`config.mk`:
```
export PLATFORM = sky130hd
export DESIGN_NAME = fwd_sel_reg_flat
export DESIGN_NICKNAME = d
export VERILOG_FILES = /design/src/rtl/fwd_sel_reg_if.sv /design/src/rtl/fwd_sel_reg.sv /design/src/flat_wrapper.sv
export SDC_FILE = /design/constraint.sdc
export NUM_CORES = 1
export LEC_CHECK = 0
export BUFFER_PORTS_ARGS = -buffer_cell sky130_fd_sc_hd__buf_2
export CORE_ASPECT_RATIO = 0.8
export CORE_MARGIN = 1
export CORE_UTILIZATION = 42
export DETAILED_ROUTE_END_ITERATION = 10
export GPL_TIMING_DRIVEN = 0
export PLACE_DENSITY_LB_ADDON = 0.15
export SETUP_SLACK_MARGIN = 0.15
export SYNTH_ARGS = -nofsm -noshare
export SYNTH_HDL_FRONTEND = slang
export SYNTH_SLANG_ARGS = --single-unit
export TNS_END_PERCENT = 50
```
`constraint.sdc`:
```
create_clock -name clk -period 1.6 [get_ports clk]
set_input_delay 0.24 -clock clk [delete_from_list [all_inputs] [get_ports clk]]
set_output_delay 0.24 -clock clk [all_outputs]
set_load 0.01 [all_outputs]
```
`src/rtl/fwd_sel_reg_if.sv`:
```
// Bundle of the select/data inputs and registered outputs of fwd_sel_reg.
// clk and reset stay outside the bundle as plain ports.
interface fwd_sel_reg_if #(
    parameter int WIDTH = 32,
    parameter int NIN   = 3,
    parameter int SELW  = 2
);
    logic                  stall;
    logic                  flush;
    logic                  in_valid;
    logic [SELW-1:0]       sel;
    logic [NIN*WIDTH-1:0]  in_bus;
    logic                  err_clr;
    logic [WIDTH-1:0]      out_data;
    logic                  out_valid;
    logic                  sel_err;

    // Producer side: drives select, data and control, observes the outputs.
    modport master (
        output stall, flush, in_valid, sel, in_bus, err_clr,
        input  out_data, out_valid, sel_err
    );

    // Register side: the fwd_sel_reg instance itself.
    modport slave (
        input  stall, flush, in_valid, sel, in_bus, err_clr,
        output out_data, out_valid, sel_err
    );
endinterface

```
`src/rtl/fwd_sel_reg.sv`:
```
// Forwarding select register: picks zero or one of NIN data slices and
// carries it through DEPTH pipeline stages with stall and flush control.
// An out-of-range select is forwarded as zero and latched in a sticky flag.
module fwd_sel_reg #(
    parameter int WIDTH = 32,
    parameter int NIN   = 3,
    parameter int SELW  = 2,
    parameter int DEPTH = 1
) (
    input  logic         clk,
    input  logic         reset,
    fwd_sel_reg_if.slave bus
);
    // Reject configurations the select encoding or pipeline cannot support.
    if (NIN < 1 || NIN > 15 || DEPTH < 1 || DEPTH > 4 || (1 << SELW) <= NIN) begin : g_bad_param
        $error("fwd_sel_reg: illegal NIN/SELW/DEPTH combination");
    end

    logic [WIDTH-1:0] sel_value;
    logic             sel_illegal;
    logic             advance;
    logic             err_set;
    logic             err_flag;
    logic [WIDTH-1:0] stg_data [DEPTH];
    logic [DEPTH-1:0] stg_valid;

    // Stage-0 mux: sel=0 and any code above NIN both yield zero.
    always_comb begin
        // NOTE: default first so every path assigns sel_value and no latch is inferred.
        sel_value = '0;
        for (int i = 0; i < NIN; i++) begin
            if (bus.sel == SELW'(i + 1)) begin
                sel_value = bus.in_bus[i*WIDTH +: WIDTH];
            end
        end
    end

    // Extra leading bit keeps the compare unsigned and wide enough for NIN.
    assign sel_illegal = {1'b0, bus.sel} > (SELW + 1)'(NIN);
    assign advance     = !bus.stall && !bus.flush;
    assign err_set     = bus.in_valid && advance && sel_illegal;

    // Pipeline: reset and flush clear every stage, stall holds, otherwise shift.
    always_ff @(posedge clk) begin
        if (reset || bus.flush) begin
            stg_valid <= '0;
            // NOTE: the data array is cleared too, not just the valid bits, so a bubble always reads as zero.
            for (int n = 0; n < DEPTH; n++) begin
                stg_data[n] <= '0;
            end
        end else if (!bus.stall) begin
            // NOTE: non-blocking so each stage takes its predecessor's pre-edge value.
            stg_valid[0] <= bus.in_valid;
            stg_data[0]  <= bus.in_valid ? sel_value : '0;
            for (int n = 1; n < DEPTH; n++) begin
                stg_valid[n] <= stg_valid[n-1];
                stg_data[n]  <= stg_data[n-1];
            end
        end
    end

    // Sticky illegal-select flag; a new error beats a clear in the same cycle.
    always_ff @(posedge clk) begin
        if (reset) begin
            err_flag <= 1'b0;
        end else if (err_set) begin
            err_flag <= 1'b1;
        end else if (bus.err_clr) begin
            err_flag <= 1'b0;
        end
    end

    // Outputs come straight from the final stage flops.
    assign bus.out_data  = stg_data[DEPTH-1];
    assign bus.out_valid = stg_valid[DEPTH-1];
    assign bus.sel_err   = err_flag;
endmodule

```
`src/flat_wrapper.sv`:
```
// flat-port wrapper written by rule: the top's interface ports become plain ports
module fwd_sel_reg_flat 
#(
    parameter int WIDTH = 32,
    parameter int NIN   = 3,
    parameter int SELW  = 2,
    parameter int DEPTH = 1
)
  (clk, reset, bus_stall, bus_flush, bus_in_valid, bus_sel, bus_in_bus, bus_err_clr, bus_out_data, bus_out_valid, bus_sel_err);
  fwd_sel_reg_if #(.WIDTH(WIDTH), .NIN(NIN), .SELW(SELW)) bus_i ();
  input  logic clk;
  input  logic reset;
  input wire logic [$bits(bus_i.stall)-1:0] bus_stall;
  input wire logic [$bits(bus_i.flush)-1:0] bus_flush;
  input wire logic [$bits(bus_i.in_valid)-1:0] bus_in_valid;
  input wire logic [$bits(bus_i.sel)-1:0] bus_sel;
  input wire logic [$bits(bus_i.in_bus)-1:0] bus_in_bus;
  input wire logic [$bits(bus_i.err_clr)-1:0] bus_err_clr;
  output wire logic [$bits(bus_i.out_data)-1:0] bus_out_data;
  output wire logic [$bits(bus_i.out_valid)-1:0] bus_out_valid;
  output wire logic [$bits(bus_i.sel_err)-1:0] bus_sel_err;
  assign bus_i.stall = bus_stall;
  assign bus_i.flush = bus_flush;
  assign bus_i.in_valid = bus_in_valid;
  assign bus_i.sel = bus_sel;
  assign bus_i.in_bus = bus_in_bus;
  assign bus_i.err_clr = bus_err_clr;
  assign bus_out_data = bus_i.out_data;
  assign bus_out_valid = bus_i.out_valid;
  assign bus_sel_err = bus_i.sel_err;
  fwd_sel_reg #(.WIDTH(WIDTH), .NIN(NIN), .SELW(SELW), .DEPTH(DEPTH)) u_core (.clk(clk), .reset(reset), .bus(bus_i));
endmodule
```
==> results.toml <==
[sta]
tightest_slew_ps = 766
hold_viol = 0
holdWs_ps = 247
rsz0062_at_grt = "false"
setup_violations = 0
period_needed_ps = 1250
fin_worst_skew_ps = 0
final-max-slew-violation-count = 0
max_freq_ghz = 0.800
finalCritPeriodShare = 0.781
relSlewSlack = 0.487

[yosys]
syn_nets = 258
synth.largest_area_cell = "edfxtp_1"
ys_types = 17
synth_top_area_frac = 0.479
syn_area_per_cell_sq_um = 13.0
syn_inst = 154
ys_seq_elements = 33
netlist_area_sq_um = 2010
ys_seq_area_frac = 0.489
synthTopCellsByArea = "edfxtp_1 48%, a211oi_2 18%, mux2i_1 16%"
yosysWarnings = 0

[cells_and_area]
nNetsFinal = 398
n_antenna_cell = 0
fin_cells = 355
fillers = 402
layout_commonest_cell = "buf_2"
register_area_sq_um = 981
final_cell_mix = "138 x buf_2, 32 x mux2i_1, 32 x a21oi_1, 32 x edfxtp_1, 29 x a211oi_2"
multi_input_area_sq_um = 906
layout-drive-gt1-share = 0.607
synthToLayoutAreaGrowth_pct = 41.0

[routing]
drcViolationCount = 0
vias = 1818
dr.pass1.iters = 4
drtIter0Drc = 68
routed_wl_mm = 5.12
final_antenna_net_count = 0
routed_via_density = 5.12
wl_per_cell_um = 14.4

[place]
gp_congestion = 0.743
dpl.hpwl_mm = 3.80
post-place-cells = 347
io_buffers = 133

[grt]
antenna_found_initial = 0
grt_remaining_overflow = 0
grt_pass1_vias = 1740
grt_pass1_wl_mm = 8.29
grt_util_all_layers = 0.217
grt_start_max_net_pins = 33

[worst_setup_path]
start_kind = "input port"
arrival_ps = 1360
crit_family = "simple AND/OR/NAND/NOR gates"
path_cells = "buf_2, or4b_1, buf_6, buf_8, a211oi_2"
crit_buf_inv = 3
cp-end-kind = "flop"
crit_type = "in2reg"
slowest_stage = "or4b_1"
max_stage_delay_ps = 540
cp.required_ps = 1710
worstPathMaxFanout = 10

[clocking]
clockRootBuffer = "clkbuf_8"
numCtsBuffers = 5
insertion_delay_ps = 280
cts_hold_buffers = 0
numClockSinks = 33
tritoncts = "built"
clk_path_buf_depth = 2
htreeDepth = 2
clkTransAtPathRegs_ps = 60

[pwr]
powerDensity_nw_per_um2 = 712
irDropWorstVdd_mv = 0.388
p_leak_nw = 1.36
total_power_mw = 2.02

[die]
io_pins = 138
row_count = 22
initial_core_util = 0.437
fp.dieH_um = 63.8
die-area_sq_um = 5060
core-area_sq_um = 4600
die_width_um = 79.3

[run]
drv_cap = 0

[hold_path]
hp-class = "in2reg"

[status]
status = "complete, no violations"
[worst min-delay path, stage by stage]
cell and delay (ps):
buf_2 90, or4bb_2 100, nand2_1 40
[path summary, 6_finish.rpt]
path	cells past startpoint	startpoint	slack [ps]	end
worst max-delay path	5	bus_stall	350	u_core.stg_data[0][6]
worst min-delay path	3	reset	250	u_core.bus.out_valid
worst max register to register	2	u_core.bus.out_valid	540	u_core.bus.out_valid
worst min register to register	2	u_core.bus.out_valid	570	u_core.bus.out_valid
[power by group]
part / internal, mW / switching (mW) / total, mW
registers: 0.991 / 0.0112 / 1.00
logic: 0.196 / 0.221 / 0.417
clock network: 0.309 / 0.288 / 0.597
total: 1.50 / 0.520 / 2.02
[routing by layer]
metal,wire [um],GRT usage,vias up
met4,59,0.0614,0
met2,2560,0.378,83
met3,429,0.0700,7
li1,-,-,888
met1,2070,0.253,840
met5,0,0,-
[cell usage after synthesis]
cell	number
buf_2	5
dfxtp_1	1
a21oi_1	32
a211oi_1	3
nor2_1	1
buf_6	1
edfxtp_1	32
nand2_1	2
conb_1	1
or4b_1	1
or4bb_2	1
buf_4	1
clkbuf_1	8
mux2i_1	32
buf_1	1
a211oi_2	29
buf_8	3
[cells by family (layout without fill, tap and decap cells)]
| kind of cell | Yosys count | after routing | share of synthesized area |
|---|---|---|---|
| and+or+nand+nor | 5 | 5 | 0.0168 |
| AOI/OAI and AO/OA | 64 | 64 | 0.272 |
| buffers and inverters | 19 | 160 | 0.0611 |
| muxes | 32 | 32 | 0.160 |
| other | 1 | 1 | 0.00187 |
| DFF | 33 | 33 | 0.489 |
[repair_timing]
action                     4_1_cts  5_1_grt
setup endpoints to repair       32        0
buffers inserted                 0        0
gates resized for setup          1        0
[metrics by stage]
stage | utilization | area [sq um] | setup TNS, ps | setup slack [ps]
3_5_place_dp | 0.598 | 2750 | -7100 | -224
5_1_grt | 0.616 | 2830 | 0 | 325
3_3_place_gp | 0.598 | 2750 | -7260 | -228
2_1_floorplan | - | 2010 | 0 | 247
4_1_cts | 0.616 | 2830 | 0 | 359
6_report | 0.616 | 2830 | 0 | 350
[layout make-up]
cell class	instances	share of cell area
Tap cell	60	0.0265
Multi-Input combinational cell	102	0.320
Clock buffer	8	0.0283
Sequential cell	33	0.347
Timing Repair Buffer	133	0.235
Buffer	19	0.0433
[flip-flops by register name, summed over array words and instances (netlist names)]
signal and cells:
u_core.stg_data 32, u_core.bus.out_valid 1
No activity file was read; power rests on OpenSTA's default activity.
